<file path="config.mk">
export PLATFORM = sky130hd
export DESIGN_NAME = regfile_port_b_arbiter
export DESIGN_NICKNAME = d
export VERILOG_FILES = /design/src/rtl/regfile_port_b_arbiter_pkg.sv /design/src/rtl/regfile_port_b_arbiter.sv
export SDC_FILE = /design/constraint.sdc
export NUM_CORES = 1
export LEC_CHECK = 0
export CAP_MARGIN = 20
export CORE_ASPECT_RATIO = 0.8
export CORE_MARGIN = 2
export CORE_UTILIZATION = 38
export CTS_CLUSTER_SIZE = 16
export DETAILED_ROUTE_END_ITERATION = 6
export PLACE_DENSITY = 0.89
export SLEW_MARGIN = 20
export SYNTH_ARGS = -nofsm -noshare
export SYNTH_HDL_FRONTEND = slang
export SYNTH_SLANG_ARGS = --single-unit
export TNS_END_PERCENT = 5
</file>
<file path="constraint.sdc">
create_clock -name CLK -period 3.3 [get_ports CLK]
set_input_delay 0.99 -clock CLK [delete_from_list [all_inputs] [get_ports CLK]]
set_output_delay 0.99 -clock CLK [all_outputs]
set_load 0.02 [all_outputs]
</file>
<file path="src/rtl/regfile_port_b_arbiter_pkg.sv">
// ----------------------------------------------------------------------------
// regfile_port_b_arbiter_pkg
//   Shared definitions for the register-file port-B arbiter:
//     - REGB_ADDRX_ARGB : port-B address-select code that selects the
//                         register named by the ARGB_X field
//     - rba_state_e     : arbiter FSM state encoding (3 bits)
//     - regb_port_t     : one complete set of port-B control/data signals
// ----------------------------------------------------------------------------
package regfile_port_b_arbiter_pkg;

    // Address-select code meaning "use the ARGB_X register field".
    localparam logic [1:0] REGB_ADDRX_ARGB = 2'b01;

    typedef enum logic [2:0] {
        RBA_IDLE  = 3'd0,
        RBA_ARB   = 3'd1,
        RBA_STALL = 3'd2,
        RBA_ACC   = 3'd3,
        RBA_RD    = 3'd4,
        RBA_ACK   = 3'd5
    } rba_state_e;

    typedef struct packed {
        logic        en;
        logic        wen;
        logic [1:0]  addrx;
        logic [3:0]  argb;
        logic [15:0] din;
    } regb_port_t;

endpackage : regfile_port_b_arbiter_pkg

</file>
<file path="src/rtl/regfile_port_b_arbiter.sv">
// ----------------------------------------------------------------------------
// regfile_port_b_arbiter
//   Shares register-file port B between the CPU datapath and a debug
//   requester. CPU port-B controls pass straight through except during the
//   single debug access cycle. If the CPU keeps port B busy for STARVE_LIMIT
//   cycles while debug waits, CPU_STALL is raised to force a free slot.
//   Port A is not involved.
//
// Ports
//   CLK, RESET            clock (rising edge), async active-high reset
//   CPU_REGB_*, CPU_ARGB_X,
//   CPU_DIN               CPU-side port-B request
//   REGB_DOUT             register-file port-B read data (1-cycle latency)
//   REGB_*, ARGB_X,
//   REGB_DIN              port-B controls to the register file
//   CPU_STALL             freezes CPU sequencing while a slot is forced
//   DBG_REQ/WE/ADDR/WDATA four-phase debug request
//   DBG_ACK, DBG_RDATA    debug completion and read result
//   COLLIDE               sticky: CPU used port B during a debug access
// ----------------------------------------------------------------------------
module regfile_port_b_arbiter
    import regfile_port_b_arbiter_pkg::*;
#(
    parameter int unsigned STARVE_LIMIT = 8,
    parameter int unsigned CNT_W        = 4
) (
    input  logic        CLK,
    input  logic        RESET,
    input  logic        CPU_REGB_EN,
    input  logic        CPU_REGB_WEN,
    input  logic [1:0]  CPU_REGB_ADDRX,
    input  logic [3:0]  CPU_ARGB_X,
    input  logic [15:0] CPU_DIN,
    input  logic [15:0] REGB_DOUT,
    output logic        REGB_EN,
    output logic        REGB_WEN,
    output logic [1:0]  REGB_ADDRX,
    output logic [3:0]  ARGB_X,
    output logic [15:0] REGB_DIN,
    output logic        CPU_STALL,
    input  logic        DBG_REQ,
    input  logic        DBG_WE,
    input  logic [3:0]  DBG_ADDR,
    input  logic [15:0] DBG_WDATA,
    output logic        DBG_ACK,
    output logic [15:0] DBG_RDATA,
    output logic        COLLIDE
);

    rba_state_e        state_q, state_d;
    logic [CNT_W-1:0]  cnt_q, cnt_d;
    logic              stall_q, stall_d;
    logic              ack_q, ack_d;
    logic [15:0]       rdata_q, rdata_d;
    logic              collide_q, collide_d;

    // One bit wider than the counter so the limit compare cannot overflow.
    logic [CNT_W:0]    cnt_inc;
    logic [CNT_W-1:0]  cnt_sat;
    logic              starve_hit;

    assign cnt_inc    = {1'b0, cnt_q} + (CNT_W+1)'(1);
    assign cnt_sat    = (cnt_q == '1) ? cnt_q : cnt_inc[CNT_W-1:0];
    assign starve_hit = (cnt_inc >= (CNT_W+1)'(STARVE_LIMIT));

    // ------------------------------------------------------------------
    // Next-state logic
    // ------------------------------------------------------------------
    always_comb begin
        state_d   = state_q;
        cnt_d     = cnt_q;
        stall_d   = stall_q;
        ack_d     = ack_q;
        rdata_d   = rdata_q;
        collide_d = collide_q;

        unique case (state_q)
            RBA_IDLE: begin
                if (DBG_REQ) begin
                    if (CPU_REGB_EN) begin
                        state_d = RBA_ARB;
                        cnt_d   = CNT_W'(1);
                    end else begin
                        state_d = RBA_ACC;
                    end
                end
            end

            RBA_ARB: begin
                if (!CPU_REGB_EN) begin
                    state_d = RBA_ACC;
                end else begin
                    cnt_d = cnt_sat;
                    if (starve_hit) begin
                        state_d = RBA_STALL;
                        stall_d = 1'b1;
                    end
                end
            end

            // Stall stays asserted through ACC and RD; it drops on entry to ACK.
            RBA_STALL: begin
                state_d = RBA_ACC;
            end

            RBA_ACC: begin
                if (CPU_REGB_EN) begin
                    collide_d = 1'b1;
                end
                if (DBG_WE) begin
                    state_d = RBA_ACK;
                    ack_d   = 1'b1;
                    stall_d = 1'b0;
                    cnt_d   = '0;
                end else begin
                    state_d = RBA_RD;
                end
            end

            // Register file returns the ACC-cycle read data in this cycle.
            RBA_RD: begin
                rdata_d = REGB_DOUT;
                state_d = RBA_ACK;
                ack_d   = 1'b1;
                stall_d = 1'b0;
                cnt_d   = '0;
            end

            RBA_ACK: begin
                cnt_d = '0;
                if (!DBG_REQ) begin
                    state_d = RBA_IDLE;
                    ack_d   = 1'b0;
                end
            end

            default: begin
                state_d = RBA_IDLE;
                cnt_d   = '0;
                stall_d = 1'b0;
                ack_d   = 1'b0;
            end
        endcase
    end

    // ------------------------------------------------------------------
    // State and registered outputs
    // ------------------------------------------------------------------
    always_ff @(posedge CLK or posedge RESET) begin
        if (RESET) begin
            state_q   <= RBA_IDLE;
            cnt_q     <= '0;
            stall_q   <= 1'b0;
            ack_q     <= 1'b0;
            rdata_q   <= '0;
            collide_q <= 1'b0;
        end else begin
            state_q   <= state_d;
            cnt_q     <= cnt_d;
            stall_q   <= stall_d;
            ack_q     <= ack_d;
            rdata_q   <= rdata_d;
            collide_q <= collide_d;
        end
    end

    assign CPU_STALL = stall_q;
    assign DBG_ACK   = ack_q;
    assign DBG_RDATA = rdata_q;
    assign COLLIDE   = collide_q;

    // ------------------------------------------------------------------
    // Port-B output mux: debug owns the port only in the ACC cycle.
    // ------------------------------------------------------------------
    regb_port_t cpu_port, dbg_port, out_port;

    always_comb begin
        cpu_port.en    = CPU_REGB_EN;
        cpu_port.wen   = CPU_REGB_WEN;
        cpu_port.addrx = CPU_REGB_ADDRX;
        cpu_port.argb  = CPU_ARGB_X;
        cpu_port.din   = CPU_DIN;

        dbg_port.en    = 1'b1;
        dbg_port.wen   = DBG_WE;
        dbg_port.addrx = REGB_ADDRX_ARGB;
        dbg_port.argb  = DBG_ADDR;
        dbg_port.din   = DBG_WDATA;

        out_port = (state_q == RBA_ACC) ? dbg_port : cpu_port;
    end

    assign REGB_EN    = out_port.en;
    assign REGB_WEN   = out_port.wen;
    assign REGB_ADDRX = out_port.addrx;
    assign ARGB_X     = out_port.argb;
    assign REGB_DIN   = out_port.din;

endmodule : regfile_port_b_arbiter

</file>
After elaboration in Yosys (flattened, before gate mapping). Index checks and enable logic that the tools add are counted.

Bits in registers: 26. Bits of input ports: 64. Output and inout bits: 43. Word-level logic and storage cells: 54.

Add/sub/neg operators: 1. $lt $le $gt $ge: 1. Eq/ne operators: 14. Muxes and demuxes: 21. Bitwise gates (word level): 3. Reductions and logical operators: 8.

Operators with widths (count): two-way mux 24 bit (1); two-way mux 4 bit (5); one-hot mux 3 bit (6 select lines) (1); one-hot mux 4 bit (4 select lines) (1); != test 2 bit (second input constant) (7); two-way mux 3 bit (4); == test 3 x 2 -> 1 bit (second input constant) (2); == test 3 bit (second input constant) (2); two-way mux 1 bit (6); AND reduction 3 bit (2); AND reduction 6 bit (1); OR reduction 3 bit (2); adder 4 x 1 -> 5 bit (second input constant) (1); greater-or-equal comparator 5 x 4 -> 1 bit (second input constant) (1); == test 4 bit (second input constant) (1); one-hot mux 1 bit (4 select lines) (1); AND reduction 4 bit (1); == test 3 x 1 -> 1 bit (second input constant) (1); logical NOT 3 bit (1); != test 3 bit (second input constant) (1); NOT 1 bit (3); one-hot mux 1 bit (3 select lines) (1); two-way mux 2 bit (1); AND reduction 2 bit (1).

Longest topological paths before layout.
Word-level depth: 5. Depth in mapped cells: 5. Gate-level depth less buffers: 5.

Worst setup path before layout. OpenSTA, ideal clock, no wires.

Path type: input to output. From: input CPU_ARGB_X[0]. To: output ARGB_X[0]. Arrival time: 1.362 ns. Required time: 2.310 ns. Path slack: 0.948 ns. Stages on the path: 1. Buffers on the path: 0. Cells stage by stage: mux2_1.

Cells in the longest elaborated chain, start to end: 1.

RTL lines: start: declaration (RTL line regfile_port_b_arbiter.sv:32) `input logic [3:0] CPU_ARGB_X,`; two-way mux 24 bit (RTL line regfile_port_b_arbiter.sv:190) `out_port = (state_q == RBA_ACC) ? dbg_port : cpu_port;`; end: declaration (RTL line regfile_port_b_arbiter.sv:38) `output logic [3:0] ARGB_X,`.

Every way passes these cells.

Worst setup path after layout.
From: input CPU_REGB_EN. To: output REGB_EN.

Cells in the longest elaborated chain, start to end: 1.

RTL lines: start: declaration (RTL line regfile_port_b_arbiter.sv:29) `input logic CPU_REGB_EN,`; two-way mux 24 bit (RTL line regfile_port_b_arbiter.sv:190); end: declaration (RTL line regfile_port_b_arbiter.sv:35) `output logic REGB_EN,`.

Every way passes these cells.

==> metrics.yaml <==
setup_tns_ns: 0
gp_congestion: 0.760
reg2reg_depth: 3
tightest_slew_ns: 0.748
avgRoutedWirePerCell_um: 14.4
place_inst: 289
r2r_start: "state_q[1]$_DFFE_PP0P_"
h-tree-depth: 1
tritoncts: "built"
synth_compound_area_share_pct: 11.6
finalHoldViolCount: 0
setup_viol: 0
antenna_found_initial: 0
finalMaxSlewViolations: 0
rr_endpoint: "DBG_RDATA[10]$_DFFE_PP0P_"
timing.fmax_mhz: 309
syn-num-nets: 194
p_int_mw: 1.19
synth_top_family_by_area: "multiplexers"
min_path_cells: 1
synth_xor_area_share_pct: 0
die-width_um: 74.7
nFillCells: 311
antennaDiodeCount: 0
synth.area.top_cells: "dfrtp_1 (43%), mux2_2 (16%), mux2_1 (11%), o21ai_0 (2.3%), buf_6 (2.2%)"
rows: 20
final_common_cell: "clkdlybuf4s50_1"
power.share.clock_pct: 10.6
clock_path_buffers: 2
drc: 0
cts_resized: 0
post_cts_buffers: 0
fin_cells: 293
grt_max_degree: 27
clkTransAtPathRegs_ns: 0.09
die_area_sq_mm: 0.00452
initial_utilization_pct: 39.9
clock_skew_ns: 0.00242
place_hpwl_um: 3420
portBuffers: 106
fin_nets: 305
p_comb_share_pct: 61.2
insertion_delay_ns: 0.27
first_iter_violations: 53
pin_count: 107
r2r_slack_ns: 1.52
viasPerCell: 4.75
yosys.area_share.simple_pct: 11.2
hp-class: "flop to flop"
p_switching_mw: 0.769
critPathCaptureType: "primary output"
synth_top_cell_by_area: "dfrtp_1"
syn_to_final_growth_pct: 77.7
cts_sinks: 26
synthMuxAreaShare_pct: 28.1
syn_avg_cell_area_sq_um: 11.9
final_cell_mix: "clkdlybuf4s50_1 (106), dfrtp_1 (26), mux2_2 (22)"
die_h_um: 60.5
fin_crit_sh_pct: 98.2
hold_path_end: "COLLIDE$_DFFE_PP0P_"
status: "finished clean"
crit_arrival_ns: 2.25
routed_wl_um: 4220
synthAdderAreaFrac_pct: 1.65
ys_types: 39
drive_gt1_share_pct: 16.4
cp-start-kind: "input port"
globalRouteOverflowTotal: 0
route.vias.total: 1392
rsz0062_at_grt: "false"
core_sq_mm: 0.00380
crit_fanout: 3
finalCriticalPeriod_ns: 3.24
critPathKind: "input port to primary output"
p_per_area_mw_per_mm2: 727
synth-seq-cells: 26
syn_inst: 128
grt_pass1_vias: 1320
grt_pass1_wl_um: 6330
cts_hold_buf: 0
syn_area_sq_mm: 0.00152
cap_violations: 0
switching_share_pct: 39.2
min-delay-start: "COLLIDE$_DFFE_PP0P_"
dr.pass1.iters: 4
p_seq_share_pct: 28.2
synth_top_area_share_pct: 42.9
synth-seq-area-share_pct: 42.9
slew_headroom_pct: 50.0
power.leakage_nw: 1.07
cts_buffers: 3
yosys_warnings: 0
root_buffer: "clkbuf_8"
peakVddDrop_v: 0.000560
grtUsageTotal_pct: 18.3
crit_required_ns: 2.31
drtAntennaViolNets: 0
## final cells by class
cell class,count,area (sq um),share of cell area [%]
well taps,55,68.8,2.55
multi-input cells,91,798,29.6
repair buffers,112,1110,41.0
inverters,5,18.8,0.696
clock buffers,4,55.1,2.04
flip-flops and latches,26,651,24.1
## cell families after synthesis
logic type	count (synthesis)
and+or+nand+nor	26
buffers and inverters	11
muxes	38
AOI/OAI and AO/OA	25
DFF	26
adders and majority gates	2
## metal layers
| layer | track usage [%] | vias up | routed length [um] |
|---|---|---|---|
| met1 | 24.5 | 679 | 1750 |
| met4 | 3.83 | 0 | 20 |
| met3 | 2.82 | 2 | 157 |
| li1 | - | 685 | - |
| met5 | 0 | - | 0 |
| met2 | 31.7 | 26 | 2300 |
## worst max-delay path by stage
stage | startpoint | to | slack, ns
2_1_floorplan | CPU_ARGB_X[0] | ARGB_X[0] | 0.95
3_3_place_gp | CPU_ARGB_X[3] | ARGB_X[3] | 0.08
3_5_place_dp | CPU_DIN[12] | REGB_DIN[12] | 0.07
4_1_cts | CPU_REGB_EN | REGB_EN | 0.06
5_1_grt | CPU_DIN[6] | REGB_DIN[6] | 0.03
6_report | CPU_REGB_EN | REGB_EN | 0.06
## critical path, cell delays in order
cell             delay (ns)
clkdlybuf4s50_1        0.50
inv_1                  0.08
nand2_1                0.06
clkdlybuf4s50_1        0.62
## stage by stage
| stage | hold slack, ns | area (sq um) | power [mW] | util (%) | worst slack [ns] |
|---|---|---|---|---|---|
| finish | 0.487 | 2700 | 1.96 | 70.9 | 0.0595 |
| global route | 0.514 | 2700 | 2.08 | 70.9 | 0.0334 |
| CTS | 0.495 | 2700 | 1.98 | 70.9 | 0.0616 |
| detailed placement | 0.465 | 2640 | 1.77 | 69.5 | 0.0661 |
| global placement | 0.463 | 2640 | 1.74 | 69.5 | 0.0756 |
| floorplan | 0.556 | 1520 | 1.25 | - | 0.948 |
## flip-flops by register name, indices dropped and copies added (netlist names)
name       cells
DBG_RDATA     16
cnt_q          4
state_q        3
COLLIDE        1
CPU_STALL      1
DBG_ACK        1
## cells in the mapped netlist
library cell and n:
o31ai_1 1, inv_1 4, nor2_1 1, a31oi_1 2
nor2b_1 1, o21bai_1 1, a211oi_1 2, and3_2 1
nand3_1 2, mux2i_1 1, nand2b_1 2, a32o_1 2
and2_1 1, o22ai_1 2, inv_2 1, mux2_2 22
buf_2 1, ha_1 2, mux2_1 15, buf_6 3
nand3_4 1, and3_4 1, nand4_1 1, o21ai_0 7
a22oi_1 1, or3_1 3, buf_4 1, o211ai_1 1
a21boi_0 1, nor3_4 1, a21oi_1 3, clkbuf_1 1
o22ai_4 1, nand2_1 8, or2b_1 1, nor3_1 1
a2bb2oi_1 1, nor2_4 1, dfrtp_1 26
## power by group through the flow
stage                     clock [mW]  combinational [mW]  sequential (mW)
after floorplan                    0               0.564            0.685
after global placement             0                1.19            0.546
after detailed placement           0                1.21            0.559
after CTS                      0.210                1.21            0.554
after global routing           0.222                1.28            0.572
final                          0.207                1.20            0.553
No activity file was read; power rests on OpenSTA's default activity.
==> RTL change 1: new RTL, config.mk and constraints unchanged <==
Set the parameter `CNT_W` to 6 (it was 4).
--- a/src/rtl/regfile_port_b_arbiter.sv
+++ b/src/rtl/regfile_port_b_arbiter.sv
@@ -24,3 +24,3 @@
     parameter int unsigned STARVE_LIMIT = 8,
-    parameter int unsigned CNT_W        = 4
+    parameter int unsigned CNT_W        = 6
 ) (
Behaviour: no difference found for any inputs over 10 cycles, from zero or initial values and one cycle with RESET high; that may be too few to reach the edited logic, so the function may still have changed.
==> RTL change 1 against the original RTL <==
Combinational power grew 16%; clock skew shrank 0.0012 ns; design area grew 5.9%; wire length grew 10%; global-route usage grew 0.28 points; sequential cell count grew 2; total power grew 16%; worst setup slack gained 0.063 ns; area after synthesis grew 11%; largest power group unchanged.
==> RTL change 1: results (changes against the original RTL) <==
Outcome: complete, no violations
FF-to-FF End: cnt_q[0]
Worst vdd ir: 549 uV (-1.9%)
Port-buffer cells: 106 (unchanged)
Most area-consuming cells after synthesis: dfrtp_1 42%, nand2_1 15%, mux2_2 11%
Post-synth ARST share: 100% (unchanged)
R2r setup slk: 1.35 ns (-0.17 ns)
Final RePlAce weighted congestion: 0.803 (+5.7%)
Hold Slack: 0.465 ns (-0.0225 ns)
Initial detailed-routing violation count: 68 (+28%)
Top_reg_cell synth: dfrtp_1
Number of flip-flops under the largest register name: 16 (unchanged)
Slew @ Worst Pin: 0.771 ns (+0.0235 ns)
Diodes inserted: 0 (unchanged)
# nets final: 363 (+19%)
Synth unique cells: 41 (+5.1%)
Fraction of layout cells with a size suffix above 1: 11.1% (-5.3 points)
Fill count: 342 (+10%)
Fin Clk Skew: 0.00123 ns (-0.00119 ns)
Clk Latency, worst-skew pair: 0.27 ns (about the same)
Vias in the first global route: 1730 (+31%)
Final HPWL DP: 3610 um (+5.3%)
Worst r2r path cells: 5 (+2)
Final hold vios: 0 (unchanged)
CP Data Arrival Time: 2.19 ns (-0.06 ns)
Setup crit end: REGB_EN
Area growth, synth to finish: 70.2%
CTS Buf Count: 3 (unchanged)
Dpl cell area: 2780 um^2 (+5.3%)
Wire per inst: 13.2 um (-8.7%)
First-pass GRT wire length: 7590 um (+20%)
Commonest cells in the netlist: 66 x nand2_1, 28 x dfrtp_1, 17 x mux2_2
DR pass1 iterations: 4 (unchanged)
Register area share after synthesis: 41.8% (-1.1 points)
Lkg Pwr: 1.23 nW (+15%)
Post-Synthesis Net Count: 259 (+34%)
Pin count of the biggest net entering global routing: 29 (+7.4%)
Clock transition at path regs: 0.09 ns (about the same)
Clk Tree Root Cell: clkbuf_8
Worst Setup SP: CPU_REGB_EN
Via Count: 1746 (+25%)
H-tree levels: 1 (unchanged)
Initial antenna violation count: 0 (unchanged)
Reg2reg start: cnt_q[0]
CP Max Fanout: 2 (-1)
Yosys warns: 0 (unchanged)
Total track usage: 18.6% (+0.28 points)
Final Setup Violations: 0 (unchanged)
Switching pwr: 0.000931 W (+21%)
[RTL change 1: changes by cell type after synthesis, moves of 3 or more]
cell / before / now
nand2_1: 8 / 66
mux2_1: 15 / 0
buf_2: 1 / 6
mux2_2: 22 / 17
nor2_1: 1 / 6
nand3_1: 2 / 6
a21o_1: 0 / 3
clkbuf_1: 1 / 4
[RTL change 1: how the worst min path moves through the flow]
stage | startpoint | endpoint | cells past startpoint
detailed placement | COLLIDE | COLLIDE | 1
floorplan | state_q[2] | state_q[1] | 2
CTS | COLLIDE | COLLIDE | 1
global route | COLLIDE | COLLIDE | 1
finish | COLLIDE | COLLIDE | 1
global placement | COLLIDE | COLLIDE | 1
[RTL change 1: cells by family (layout without fill, tap and decap cells)]
group	count (synthesis)	count (layout)	share of synthesized area [%]
compound gates	31	31	13.3
xor+xnor	1	1	0.522
fa+ha+maj	1	1	0.746
buf+inv	18	121	5.44
flops	28	28	41.8
mux	18	18	12.0
simple gates	97	97	26.2
[RTL change 1: worst max-delay path: stages]
cell and delay, ns:
clkdlybuf4s50_1 0.48, nand2b_1 0.10, clkdlybuf4s50_1 0.62
[RTL change 1: power groups by stage]
stage	sequential [W]	combinational, W	clock, W
4_1_cts	0.000618	0.00140	0.000275
2_1_floorplan	0.000708	0.000696	0
3_3_place_gp	0.000613	0.00138	0
5_1_grt	0.000646	0.00150	0.000289
3_5_place_dp	0.000625	0.00140	0
6_report	0.000621	0.00139	0.000269
[RTL change 1: layout make-up]
cell class | instances | share of cell area (%)
clock buffers | 3 | 1.45
clock inverters | 1 | 1.05
inverters | 5 | 0.657
multi-input cells | 148 | 31.0
flip-flops and latches | 28 | 24.7
well taps | 57 | 2.50
repair buffers | 112 | 38.7
[RTL change 1: what timing repair did]
action,4_1_cts,5_1_grt
resized for setup,1,3
setup endpoints to repair,1,21
buffers inserted,0,0
[RTL change 1: layer usage]
metal	track usage, %	part of all wire (%)	vias up	wire length, um
li1	-	-	873	-
met1	21.7	42	788	1940
met2	34.3	47	85	2170
met3	6.45	12	0	553
met4	1.32	0	0	0
met5	0	0	-	0
[RTL change 1: through the flow]
| step | cells | setup WS (ns) |
|---|---|---|
| 3_3_place_gp | 350 | -0.0846 |
| 5_1_grt | 354 | 0.0809 |
| 2_1_floorplan | 194 | 0.832 |
| 3_5_place_dp | 350 | -0.102 |
| 6_report | 354 | 0.122 |
| 4_1_cts | 354 | 0.109 |
==> RTL change 2: new RTL, same flow settings <==
Without the edit above. Encoding of `rba_state_e`: now one-hot (6 bits for 6 states).
--- a/src/rtl/regfile_port_b_arbiter_pkg.sv
+++ b/src/rtl/regfile_port_b_arbiter_pkg.sv
@@ -13,9 +13,9 @@
 
-    typedef enum logic [2:0] {
-        RBA_IDLE  = 3'd0,
-        RBA_ARB   = 3'd1,
-        RBA_STALL = 3'd2,
-        RBA_ACC   = 3'd3,
-        RBA_RD    = 3'd4,
-        RBA_ACK   = 3'd5
+    typedef enum logic [5:0] {
+        RBA_IDLE  = 6'b000001,
+        RBA_ARB   = 6'b000010,
+        RBA_STALL = 6'b000100,
+        RBA_ACC   = 6'b001000,
+        RBA_RD    = 6'b010000,
+        RBA_ACK   = 6'b100000
     } rba_state_e;
Behaviour: same outputs for any inputs over 10 cycles, from zero or initial values and one cycle with RESET high; not proved beyond that.
==> RTL change 2 against the original RTL <==
Wire length rose by 17%; highest routed layer unchanged; worst setup slack improved by 0.046 ns; total power rose by 2.8%; utilization fell by 4.9 points; via count rose by 29%; design area rose by 12%; sequential cell count rose by 3; sequential power rose by 9.9%; area after synthesis rose by 18%.
==> RTL change 2: results (changes against the original RTL) <==
Post-Synthesis Net Count: 265 (+37%)
Fin Clk Skew: 0.00615 ns (+0.00373 ns)
Register Area: 728 um^2 (+12%)
WHS Endpoint: COLLIDE
Fill count: 372 (+20%)
Clk Tree Root Cell: clkbuf_8
WL met3: 398 um (+150%)
CP Data Arrival Time: 2.20 ns (-0.05 ns)
Final HPWL DP: 3820 um (+11%)
DR pass1 iterations: 4 (unchanged)
Post-Synth Adder-Cell Area: 1.40% (-0.25 points)
Multi-input logic area: 960 um^2 (+20%)
Worst r2r path cells: 5 (+2)
Register area share after synthesis: 40.6% (-2.2 points)
Buffering overhead: 37.0% (-4.0 points)
Total track usage: 19.2% (+0.92 points)
Clock sinks: 29 (+12%)
Clock transition at path regs: 0.06 ns (-0.03 ns)
R2r setup slk: 1.41 ns (-0.11 ns)
Post-synthesis mux area share: 12.2% (-16 points)
Non-clock buffers: 111 (-0.89%)
M1 WL: 2050 um (+17%)
Pin count of the biggest net entering global routing: 30 (+11%)
CP max-delay cell: clkdlybuf4s50_1
Commonest cells in the netlist: 73 x nand2_1, 28 x dfrtp_1, 10 x mux2_4
Routed wl met2: 2430 um (+5.8%)
Initial detailed-routing violation count: 139 (+160%)
Hold Slack: 0.475 ns (-0.0127 ns)
Slew @ Worst Pin: 0.529 ns (-0.219 ns)
Worst vdd ir: 493 uV (-12%)
Most area-consuming cells after synthesis: dfrtp_1 39%, nand2_1 15%, mux2_4 8.4%
Fraction of layout cells with a size suffix above 1: 13.0% (-3.4 points)
First-pass GRT wire length: 7620 um (+20%)
Max Root-Sink Buffers: 2 (unchanged)
Lkg Pwr: 1.37 nW (+28%)
Reg2reg start: state_q[2]
Wire per inst: 13.5 um (-6.2%)
Vias in the first global route: 1697 (+29%)
FF-to-FF End: DBG_RDATA[7]
Critical path class: in2out
H-tree levels: 2 (+1)
Via Count: 1790 (+29%)
Max incr delay on CP: 0.60 ns (-0.02 ns)
Post-synthesis compound-gate area fraction: 9.65% (-2.0 points)
CLK BUF: 6 (+2)
Pint: 0.00129 W (+8.4%)
Clk Latency, worst-skew pair: 0.29 ns (+0.02 ns)
Worst Setup SP: CPU_REGB_EN
Final Setup Violations: 0 (unchanged)
# nets final: 372 (+22%)
CTS Buf Count: 5 (+2)
Post-CTS setup buffer count: 0 (unchanged)
Synth unique cells: 42 (+7.7%)
Final RePlAce weighted congestion: 0.847 (+11%)
Comb_multi_in: 154 (+69%)
CP Max Fanout: 2 (-1)
ClkCell Share: 3.98% (+1.9 points)
Outcome: complete, no violations
Xor/xnor cell area share of the yosys netlist: 1.47% (+1.5 points)
RTL change 2: power by group through the flow:
stage	clock network [W]	registers, W	logic, W
global route	0.000412	0.000630	0.00109
floorplan	0	0.000711	0.000447
finish	0.000388	0.000608	0.00102
CTS	0.000397	0.000610	0.00102
global placement	0	0.000602	0.00100
detailed placement	0	0.000607	0.00102
RTL change 2: routing by layer:
layer,vias to the layer above,GRT usage [%]
li1,880,-
met1,844,23.3
met2,58,30.3
met3,8,8.65
met4,0,6.57
met5,-,0
RTL change 2: through the flow:
stage	total power (W)	area, um^2	setup slack (ns)	util, %	instances
final	0.00202	3020	0.105	66.0	367
after global placement	0.00160	2890	0.0836	63.3	359
after floorplan	0.00116	1790	0.765	-	199
after CTS	0.00203	3010	0.0803	65.9	367
after detailed placement	0.00163	2890	0.0804	63.3	359
after global routing	0.00213	3020	0.0184	66.0	367
